### src/rtl/commit_arbiter_if.sv
// Requester-to-arbiter result bus plus the registered ROB commit ports.
// slave: the arbiter side; master: the requester/ROB side.
// No backpressure on commit ports; requesters hold valid/dst/data until req_ready.
interface commit_arbiter_if #(
  parameter int NUM_REQ      = 4,
  parameter int COMMIT_WIDTH = 2,
  parameter int PREG_W       = 6,
  parameter int DATA_W       = 64
);
  logic [NUM_REQ-1:0]             req_valid;
  logic [NUM_REQ*PREG_W-1:0]      req_dst;
  logic [NUM_REQ*DATA_W-1:0]      req_data;
  logic [NUM_REQ-1:0]             req_ready;
  logic [COMMIT_WIDTH-1:0]        commit_valid;
  logic [COMMIT_WIDTH*PREG_W-1:0] commit_dst;
  logic [COMMIT_WIDTH*DATA_W-1:0] commit_data;

  modport slave (
    input  req_valid, req_dst, req_data,
    output req_ready, commit_valid, commit_dst, commit_data
  );

  modport master (
    output req_valid, req_dst, req_data,
    input  req_ready, commit_valid, commit_dst, commit_data
  );
endinterface

### src/rtl/commit_arbiter.sv
// Round-robin arbiter granting up to COMMIT_WIDTH result requesters onto the ROB commit ports.
// Latency: req_ready combinational in cycle n, commit ports registered in cycle n+1.
// Backpressure: requesters stall until req_ready; the commit side is never stalled.
module commit_arbiter #(
  parameter int NUM_REQ      = 4,
  parameter int COMMIT_WIDTH = 2,
  parameter int PREG_W       = 6,
  parameter int DATA_W       = 64
) (
  input  logic                       clk,
  input  logic                       reset,
  input  logic                       flush,
  commit_arbiter_if.slave            bus,
  output logic [$clog2(NUM_REQ)-1:0] rr_ptr,
  output logic [31:0]                grant_cnt
);

  localparam int IDX_W = $clog2(NUM_REQ);
  localparam int CNT_W = $clog2(COMMIT_WIDTH + 1);

  logic [NUM_REQ-1:0]             ready_c;
  logic [COMMIT_WIDTH-1:0]        slot_vld;
  logic [COMMIT_WIDTH*PREG_W-1:0] slot_dst;
  logic [COMMIT_WIDTH*DATA_W-1:0] slot_data;
  logic [CNT_W-1:0]               n_gnt;
  logic [IDX_W-1:0]               last_idx;
  logic [IDX_W-1:0]               idx;
  logic [32:0]                    cnt_sum;
  logic [31:0]                    cnt_next;

  // Scan from rr_ptr; the j-th valid requester found lands in slot j. Unused slots stay zero.
  always_comb begin
    ready_c   = '0;
    slot_vld  = '0;
    slot_dst  = '0;
    slot_data = '0;
    n_gnt     = '0;
    last_idx  = rr_ptr;
    idx       = rr_ptr;
    if (!reset && !flush) begin
      for (int k = 0; k < NUM_REQ; k++) begin
        idx = rr_ptr + IDX_W'(k);
        if (bus.req_valid[idx] && (n_gnt < CNT_W'(COMMIT_WIDTH))) begin
          ready_c[idx] = 1'b1;
          for (int j = 0; j < COMMIT_WIDTH; j++) begin
            if (n_gnt == CNT_W'(j)) begin
              slot_vld[j]                   = 1'b1;
              slot_dst[j*PREG_W +: PREG_W]  = bus.req_dst[idx*PREG_W +: PREG_W];
              slot_data[j*DATA_W +: DATA_W] = bus.req_data[idx*DATA_W +: DATA_W];
            end
          end
          last_idx = idx;
          n_gnt    = n_gnt + 1'b1;
        end
      end
    end
  end

  assign bus.req_ready = ready_c;

  always_comb begin
    cnt_sum  = {1'b0, grant_cnt} + 33'(n_gnt);
    cnt_next = cnt_sum[32] ? 32'hFFFF_FFFF : cnt_sum[31:0];
  end

  always_ff @(posedge clk) begin
    if (reset) begin
      bus.commit_valid <= '0;
      bus.commit_dst   <= '0;
      bus.commit_data  <= '0;
      rr_ptr           <= '0;
      grant_cnt        <= '0;
    end else if (flush) begin
      bus.commit_valid <= '0;
      bus.commit_dst   <= '0;
      bus.commit_data  <= '0;
      rr_ptr           <= '0;
    end else begin
      bus.commit_valid <= slot_vld;
      bus.commit_dst   <= slot_dst;
      bus.commit_data  <= slot_data;
      if (n_gnt != '0) begin
        rr_ptr <= last_idx + 1'b1;
      end
      grant_cnt <= cnt_next;
    end
  end

  a_ready_implies_valid: assert property (@(posedge clk) disable iff (reset)
    (bus.req_ready & ~bus.req_valid) == '0);

  a_grant_bound: assert property (@(posedge clk) disable iff (reset)
    $countones(bus.req_ready) <= COMMIT_WIDTH);

  a_flush_no_grant: assert property (@(posedge clk) disable iff (reset)
    flush |-> (bus.req_ready == '0));

endmodule

### src/flat_wrapper.sv
// flat-port wrapper written by rule: the top's interface ports become plain ports
module commit_arbiter_flat 
#(
  parameter int NUM_REQ      = 4,
  parameter int COMMIT_WIDTH = 2,
  parameter int PREG_W       = 6,
  parameter int DATA_W       = 64
)
  (clk, reset, flush, rr_ptr, grant_cnt, bus_req_valid, bus_req_dst, bus_req_data, bus_req_ready, bus_commit_valid, bus_commit_dst, bus_commit_data);
  commit_arbiter_if #(.NUM_REQ(NUM_REQ), .COMMIT_WIDTH(COMMIT_WIDTH), .PREG_W(PREG_W), .DATA_W(DATA_W)) bus_i ();
  input  logic clk;
  input  logic reset;
  input  logic flush;
  output logic [$clog2(NUM_REQ)-1:0] rr_ptr;
  output logic [31:0] grant_cnt;
  input wire logic [$bits(bus_i.req_valid)-1:0] bus_req_valid;
  input wire logic [$bits(bus_i.req_dst)-1:0] bus_req_dst;
  input wire logic [$bits(bus_i.req_data)-1:0] bus_req_data;
  output wire logic [$bits(bus_i.req_ready)-1:0] bus_req_ready;
  output wire logic [$bits(bus_i.commit_valid)-1:0] bus_commit_valid;
  output wire logic [$bits(bus_i.commit_dst)-1:0] bus_commit_dst;
  output wire logic [$bits(bus_i.commit_data)-1:0] bus_commit_data;
  assign bus_i.req_valid = bus_req_valid;
  assign bus_i.req_dst = bus_req_dst;
  assign bus_i.req_data = bus_req_data;
  assign bus_req_ready = bus_i.req_ready;
  assign bus_commit_valid = bus_i.commit_valid;
  assign bus_commit_dst = bus_i.commit_dst;
  assign bus_commit_data = bus_i.commit_data;
  commit_arbiter #(.NUM_REQ(NUM_REQ), .COMMIT_WIDTH(COMMIT_WIDTH), .PREG_W(PREG_W), .DATA_W(DATA_W)) u_core (.clk(clk), .reset(reset), .flush(flush), .bus(bus_i), .rr_ptr(rr_ptr), .grant_cnt(grant_cnt));
endmodule
### config.mk
export PLATFORM = sky130hd
export DESIGN_NAME = commit_arbiter_flat
export DESIGN_NICKNAME = d
export VERILOG_FILES = /design/src/rtl/commit_arbiter_if.sv /design/src/rtl/commit_arbiter.sv /design/src/flat_wrapper.sv
export SDC_FILE = /design/constraint.sdc
export NUM_CORES = 1
export LEC_CHECK = 0
export CELL_PAD_IN_SITES_DETAIL_PLACEMENT = 1
export CELL_PAD_IN_SITES_GLOBAL_PLACEMENT = 2
export CORE_MARGIN = 10
export CORE_UTILIZATION = 31
export CTS_BUF_LIST = sky130_fd_sc_hd__clkbuf_8
export DETAILED_ROUTE_END_ITERATION = 16
export PLACE_DENSITY_LB_ADDON = 0.1
export SETUP_SLACK_MARGIN = 0.15
export SLEW_MARGIN = 10
export SYNTH_ARGS = -nofsm -noshare
export SYNTH_HDL_FRONTEND = slang
export SYNTH_SLANG_ARGS = --single-unit
### constraint.sdc
create_clock -name clk -period 15.5 [get_ports clk]
set_clock_uncertainty 0.1 [all_clocks]
set_input_delay 3.1 -clock clk [delete_from_list [all_inputs] [get_ports clk]]
set_output_delay 3.1 -clock clk [all_outputs]
set_load 0.01 [all_outputs]
* Word level (Yosys, flattened, before mapping) *
Cells that the tools add are included.

operators by class
  multiply operators = 4
  reduce and logical (&&, ||, !) cells = 16
  shifts and indexed selects = 8
  equality and inequality tests = 3
  multiplexer cells = 67
  add/sub/neg operators = 8
  $lt $le $gt $ge = 11
  bitwise logic cells = 4

operators by type and width
  kind                 count
  $shiftx 256x9->64    4
  $mux 64              7
  $mux 128             3
  $shiftx 24x6->6      4
  $mux 6               7
  $mux 12              3
  $add 32x2->33        1
  $mux 32              1
  $mux 4               8
  $mux 2               14
  $mul 2x2->4 const B  4
  $mux 1               16
  $lt 2x3->1 const B   4
  $or 4x4->4           3
  $add 2x1->2 const B  5
  $bmux 1 s2           4
  $demux 1 s2          4
  $ge 2x1->1 const B   4
  $logic_and 1x1->1    8
  $eq 2x1->1 const B   3
  $logic_not 2->1      3
  $lt 2x2->1 const B   3
  $add 2x2->2 const B  2
  $reduce_or 3->1      1
  other kinds (4)      5

storage, ports and cells
  output and inout bits = 180
  input port bits = 287
  word-level logic and storage cells = 126
  register bits = 176

* Depth between registers and ports, before layout *
  depth after elaboration = 18
  mapped depth = 26
  depth with buffers taken out = 20

* Worst setup path before layout *
OpenSTA, ideal clock, no wires.

  path type = input-to-output
  start = input bus_req_valid[3]
  end = output bus_req_ready[0]
  setup slack = 7.084 ns
  buffers on the path = 3
  data required time = 12.300 ns
  stages on the path = 12
  arrival = 5.216 ns
  cells stage by stage = mux2i_1 mux2i_2 clkbuf_1 inv_1 ha_1 buf_1 inv_1 a21oi_4 and2_1 buf_2 nand2_1 a21oi_1

between the ends
  word-level cells in the longest chain between the ends = 16
  elaborated cells on any way between the ends = 33
  those cells by class = 2 x add/sub; 3 x order compare; 22 x mux; 3 x bitwise; 3 x reduce/logical

ends and longest elaborated chain
  what                          line                  source
  from (decl)                   flat_wrapper.sv:16    input wire logic [$bits(bus_i.req_valid)-1:0] bus_req_valid;
  $bmux 1 s2                    commit_arbiter.sv:43  if (bus.req_valid[idx] && (n_gnt < CNT_W'(COMMIT_WIDTH))) begin
  $mux 1 (not written as such)  commit_arbiter.sv:43
  $mux 1                        commit_arbiter.sv:43
  $mux 2                        commit_arbiter.sv:40  if (!reset && !flush) begin
  $lt 2x2->1                    commit_arbiter.sv:43
  $logic_and 1x1->1             commit_arbiter.sv:43
  $mux 2                        commit_arbiter.sv:43
  $mux 2                        commit_arbiter.sv:40
  $lt 2x2->1                    commit_arbiter.sv:43
  $logic_and 1x1->1             commit_arbiter.sv:43
  $mux 2                        commit_arbiter.sv:43
  $mux 2                        commit_arbiter.sv:40
  $lt 2x2->1                    commit_arbiter.sv:43
  $logic_and 1x1->1             commit_arbiter.sv:43
  $mux 4 *                      commit_arbiter.sv:43
  $mux 4 *                      commit_arbiter.sv:40
  to (decl)                     flat_wrapper.sv:19    output wire logic [$bits(bus_i.req_ready)-1:0] bus_req_ready;

Mark *: on every way between the ends. The rest lies on a longest branch, timed or not. The select of a mux whose other input is x is not followed.

* Worst setup path in the final report *
  start = input bus_req_valid[3]
  end = output bus_req_ready[3]

Same word-level chain as after synthesis.

==> results.yml <==
outcome:
  status: "complete, no violations"
final_layout:
  num-nets-final: 2296
  nFillCells: 5559
  syn2layout_area_growth_pct: 34.4
  drive_gt1_share_pct: 16.3
critical_path:
  r2r-end: "u_core.grant_cnt[31]"
  worstSetupEndpoint: "bus_req_ready[3]"
  crit_path_end_kind: "primary output"
  rr_worst_depth: 18
  r2r_start: "u_core.rr_ptr[1]"
  start_kind: "input port"
  reg2reg_slack_ps: 8210
  arrival_ps: 6460
  startpoint: "bus_req_valid[3]"
  crit_type: "in2out"
  crit_fanout: 46
  cp.required_ps: 12300
global_routing:
  grt_max_degree: 142
  grtUsageTotal_pct: 22.7
  antenna_found_initial: 22
  grt_pass1_vias: 16400
  gr-total-overflow: 0
  grt_pass1_wl_mm: 105
synth:
  seq_area_frac_synth_pct: 22.7
  ys_async_sr_fraction_pct: 0
  synthDistinctLibCells: 63
  syn_inst: 1675
  synthTopCellsByCount: "192 x nor2_1, 176 x dfxtp_1, 161 x nand2_1"
  syn_area_um2: 15500
  synth_top_area_share_pct: 22.7
  syn-mean-instance-area_um2: 9.25
  synth-warning-count: 0
  synth.most_common_cell: "nor2_1"
  ys_seq_elements: 176
  synth_edf_count: 0
  synth_top_area_cell: "dfxtp_1"
  synth.net_count: 1974
  synth.area.top_cells: "dfxtp_1 23%, mux4_2 21%, mux2i_1 8.9%, a211oi_2 5.6%, a22oi_1 5.2%"
  ys.flop_type: "dfxtp_1"
clocking:
  cts_buffers: 17
  cts_tree: "yes"
  clk_latency_ps: 570
  clockBufferDepth: 2
  cts-root-buf: "clkbuf_8"
  cts_hold_buf: 0
  post_cts_buffers: 0
  htree_levels: 4
  ctsResizeCount: 0
  clk_pin_slew_ps: 120
  clkSinkCount: 176
run:
  drv_cap: 0
timing:
  fin_setup_tns_ps: 0
  slew_headroom_pct: 25.4
  fmax_mhz: 104
  setup_viol: 0
  hold_viol: 0
  worst_pin_slew_ps: 1120
  slew_viol_final: 0
  rsz0062_at_grt: "false"
  timing.final.crit_share_pct: 62.3
  period_needed_ps: 9660
detailed_routing:
  initialDrtViolationCount: 1052
  drcViolationCount: 0
  postRouteAntennaNets: 0
  vias_per_cell: 5.84
  wirelength_mm: 69.3
  wl_per_cell_um: 25.8
  drt_pass1_iterations: 8
  vias: 15700
power_and_ir_drop:
  total_power_uw: 3520
  p_leak_uw: 0.00688
  cellPowerDensity_nw_per_um2: 169
  irDropWorstVdd_v: 0.0000919
place:
  gp_congestion: 0.820
  io_buffers: 466
  place_hpwl_mm: 47.9
floorplan:
  initial_utilization_pct: 31.5
  io_pins: 467
  die_y_um: 244
  core_um2: 49200
  dieArea_um2: 59300
  die_w_um: 244
  placementRows: 81
min_path:
  hold_path.class: "reg2reg"
-- state kept, by name (all words and copies together) (netlist names) --
name,flops
u_core.grant_cnt,32
u_core.rr_ptr,2
u_core.bus.commit_valid,2
u_core.bus.commit_dst,12
u_core.bus.commit_data,128
-- worst min path at each step --
stage,start,cells after the start,endpoint
5_1_grt,u_core.grant_cnt[0],2,u_core.grant_cnt[0]
6_report,u_core.grant_cnt[0],2,u_core.grant_cnt[0]
3_3_place_gp,u_core.grant_cnt[0],2,u_core.grant_cnt[0]
4_1_cts,u_core.grant_cnt[0],2,u_core.grant_cnt[0]
2_1_floorplan,u_core.grant_cnt[0],2,u_core.grant_cnt[0]
3_5_place_dp,u_core.grant_cnt[0],2,u_core.grant_cnt[0]
-- metrics by stage --
stage	setup slack, ps	instances	area [um2]	hold slack [ps]	util, %
final	5840	2686	20800	419	42.3
after global placement	5950	2642	20400	402	41.5
after floorplan	7080	1675	15500	410	-
after CTS	5830	2674	20800	428	42.3
after global routing	5650	2683	20800	459	42.3
after detailed placement	5850	2642	20400	408	41.5
-- cell usage in the layout (no fill, tap or decap), types with 3 or more instances in the layout --
cell type	n
clkdlybuf4s50_1	466
nor2_1	192
dfxtp_1	174
nand2_1	161
mux4_2	143
a21oi_1	138
mux2i_1	137
a22oi_1	108
o21ai_0	70
a211oi_2	69
mux2_2	38
a211o_1	38
a222oi_1	36
or3_1	33
inv_1	18
buf_4	18
nand3_1	17
clkbuf_8	17
xor2_1	16
diode_2	12
nor3_1	12
ha_1	9
and3_1	7
nand4_1	7
xnor2_1	5
a211oi_1	5
inv_6	5
a31oi_1	4
inv_8	4
nand2b_1	3
-- layer usage --
metal	wire [um]	up-vias	GRT usage (%)
met5	128	-	0
met4	1170	22	7.09
met3	4420	75	5.62
met2	33900	446	37.6
met1	29700	8053	28.4
li1	-	7085	-
-- where the power goes --
group | total, uW | leakage (uW) | internal (uW) | switching [uW]
combinational | 2510 | 0.00524 | 1140 | 1370
clock | 361 | 0.000199 | 135 | 226
sequential | 652 | 0.00143 | 561 | 90.7
total | 3520 | 0.00688 | 1840 | 1680
-- area by class of cell --
type	count	area (um2)	area share [%]
Antenna cell	12	30.0	0.144
Tap cell	664	831	3.99
Sequential cell	176	3530	17.0
Multi-Input combinational cell	1298	11100	53.5
Timing Repair Buffer	485	4820	23.2
Inverter	19	72.6	0.349
Clock inverter	15	168	0.806
Clock buffer	17	234	1.12
-- critical path, stage by stage --
cell             delay [ps]
clkdlybuf4s50_1         480
mux2i_1                 470
mux2i_4                 110
buf_4                   370
inv_1                   190
ha_2                    190
inv_1                    60
a21oi_4                 200
and2_1                  360
nand2_1                 110
a21oi_1                 220
clkdlybuf4s50_1         580
-- cells by family after synthesis --
group / after synthesis / synth area share [%]
buffers and inverters: 201 / 5.82
XOR/XNOR: 22 / 1.33
AND/OR/NAND/NOR: 454 / 12.7
multiplexers: 319 / 32.5
flip-flops: 176 / 22.7
adder cells (fa/ha/maj): 12 / 1.02
AO/OA/AOI/OAI: 491 / 23.9
Power figures use the tool's default switching activity.
==> RTL change, RTL diff (same flow settings) <==
Put one more register stage on the output `grant_cnt`. The value now appears one clock later. The other outputs are not delayed to match.
--- a/src/rtl/commit_arbiter.sv
+++ b/src/rtl/commit_arbiter.sv
@@ -17,6 +17,8 @@
 
   localparam int IDX_W = $clog2(NUM_REQ);
   localparam int CNT_W = $clog2(COMMIT_WIDTH + 1);
+
+  logic [31:0] grant_cnt_s0;
 
   logic [NUM_REQ-1:0]             ready_c;
   logic [COMMIT_WIDTH-1:0]        slot_vld;
@@ -59,7 +61,7 @@
   assign bus.req_ready = ready_c;
 
   always_comb begin
-    cnt_sum  = {1'b0, grant_cnt} + 33'(n_gnt);
+    cnt_sum  = {1'b0, grant_cnt_s0} + 33'(n_gnt);
     cnt_next = cnt_sum[32] ? 32'hFFFF_FFFF : cnt_sum[31:0];
   end
 
@@ -69,7 +71,7 @@
       bus.commit_dst   <= '0;
       bus.commit_data  <= '0;
       rr_ptr           <= '0;
-      grant_cnt        <= '0;
+      grant_cnt_s0     <= '0;
     end else if (flush) begin
       bus.commit_valid <= '0;
       bus.commit_dst   <= '0;
@@ -82,7 +84,7 @@
       if (n_gnt != '0) begin
         rr_ptr <= last_idx + 1'b1;
       end
-      grant_cnt <= cnt_next;
+      grant_cnt_s0 <= cnt_next;
     end
   end
 
@@ -95,5 +97,9 @@
   a_flush_no_grant: assert property (@(posedge clk) disable iff (reset)
     flush |-> (bus.req_ready == '0));
 
+  always_ff @(posedge clk) begin
+    grant_cnt <= grant_cnt_s0;
+  end
+
 endmodule
 
Check against the original RTL: not settled (the Yosys comparison gave no result); the edit may change what the design does.
==> RTL change against the unedited design <==
Final area grew 3.8%. Hold slack lost 140 ps. Sequential cell count grew 32. Via count grew 1.2%. Routed wire length shrank 1.8%. Area after synthesis grew 1.5%. Setup slack lost 720 ps. First-iteration DRC count shrank 37%. Critical path depth shrank 2. Count of clock-buffer cells in the layout grew 38. Power grew 18%. Sequential share of layout area grew 2.3 points. Fmax shrank 6.9%. Sequential power grew 15%. Critical path type unchanged. Largest power group unchanged. Highest routed layer unchanged.
==> RTL change: results (changes against the unedited design) <==
[worst_setup_path]
worstSetupEndpoint=bus_req_ready[3]
worst_path_max_delay_cell=clkdlybuf4s50_1
r2r-start=u_core.rr_ptr[0]$_SDFFE_PN0P_
worst-r2r-cell-count=17  ; -1
critical_path_peak_fanout=39  ; -15%
startpoint=bus_req_valid[0]
slowest_delay_ps=630  ; +50 ps
crit_family=buffers and inverters
crit_arrival_ps=7180  ; +720 ps
regToRegSetupSlack_ps=8310  ; +100 ps
r2r-end=u_core.grant_cnt_s0[5]$_SDFFE_PP0N_

[logic_synthesis]
synthTopCellsByArea=dfxtp_1, mux4_2, nor2_1
ys_seq_area_share_pct=26.5  ; +3.7 points
synthFlopType=dfxtp_1
syn_nets=2037  ; +3.2%
synth_common_cells=nor2_1, dfxtp_1, a21oi_1, mux4_2, a211oi_1
yosysUniqueCellTypes=53  ; -16%
synthArstFlopShare_pct=0  ; unchanged

[global_routing]
grtUsageTotal_pct=21.8  ; -0.88 points
first_global_vias=16900  ; +2.5%
grt_pass1_wl_um=103000  ; -2.0%
antenna_found_initial=28  ; +27%
grt_max_degree=243  ; +71%

[route]
drt-initial-drc-count=668  ; -37%
avgRoutedWirePerCell_um=24.2  ; -6.2%
first_pass_iters=5  ; -3
vias=15900  ; +1.2%

[finish]
num-nets-final=2388  ; +4.0%
reg_top3=u_core.bus.commit_data (128), u_core.grant_cnt (32), u_core.grant_cnt_s0 (32)
drive_gt1_share_pct=15.0  ; -1.2 points
fillers=5718  ; +2.9%

[power]
peakVddDrop_v=0.000154  ; +67%
p_leak_nw=7.16  ; +4.1%

[placement]
gp_congestion=0.785  ; -4.3%
place_ws_ps=5170  ; -683 ps
portBuffers=466  ; unchanged
place_hpwl_um=47000  ; -2.0%

[sta]
relSlewSlack_pct=27.1  ; +1.6 points
post-route-min-period_ps=10380  ; +721 ps
hold_ws_ps=282  ; -137 ps

[clock_tree]
clock_latency_ps=620  ; +50 ps
cts_made_buffers=44  ; +27
cts.repair.resized=0  ; unchanged
clk_pin_slew_ps=50  ; -70 ps
htreeDepth=2  ; -2
cts_buffer_depth=3  ; +1

[worst_hold_path]
hold_path.class=reg2reg
hold_depth=0  ; -2
hold_path_end=u_core.grant_cnt[0]$_DFF_P_
min_from=u_core.grant_cnt_s0[0]$_SDFFE_PP0N_

[outcome]
outcome=finished clean

RTL change: final cells by class:
cell class | count | area (sq um) | share of cell area (%)
Inverter | 14 | 52.6 | 0.243
Clock inverter | 23 | 151 | 0.701
Tap cell | 672 | 841 | 3.89
Sequential cell | 208 | 4170 | 19.3
Clock buffer | 55 | 757 | 3.50
Timing Repair Buffer | 486 | 4830 | 22.3
Antenna cell | 19 | 47.5 | 0.220
Multi-Input combinational cell | 1335 | 10800 | 49.8
RTL change: cell families (layout without fill, tap and decap cells):
kind of cell               after synthesis  after routing  synth area share [%]
and+or+nand+nor                        452            452                  12.1
other                                    0             19                     0
muxes                                  291            291                  30.6
buffers and inverters                  195            578                  5.57
adders and majority gates               12             12                  1.00
DFF                                    208            208                  26.5
AOI/OAI and AO/OA                      553            553                  22.8
xor gates and xnor gates                27             27                  1.50
RTL change: through the flow:
| step | power, W | util [%] | std cells | instance area (sq um) |
|---|---|---|---|---|
| 2_1_floorplan | 0.00271 | - | 1738 | 15700 |
| 3_3_place_gp | 0.00353 | 41.2 | 2715 | 20700 |
| 3_5_place_dp | 0.00357 | 41.2 | 2715 | 20700 |
| 4_1_cts | 0.00423 | 43.0 | 2793 | 21600 |
| 5_1_grt | 0.00450 | 43.1 | 2810 | 21600 |
| 6_report | 0.00417 | 43.1 | 2812 | 21600 |
RTL change: per-layer routing:
metal / track usage [%] / share of wire, %
met2: 36.4 / 49
met3: 6.28 / 7.0
met1: 26.3 / 41
met5: 0 / 0.18
met4: 7.53 / 2.6
RTL change: power by group:
part | internal [W] | switching, W
Clock | 0.000339 | 0.000286
Sequential | 0.000665 | 0.0000822
Combinational | 0.00127 | 0.00153
Total | 0.00227 | 0.00190
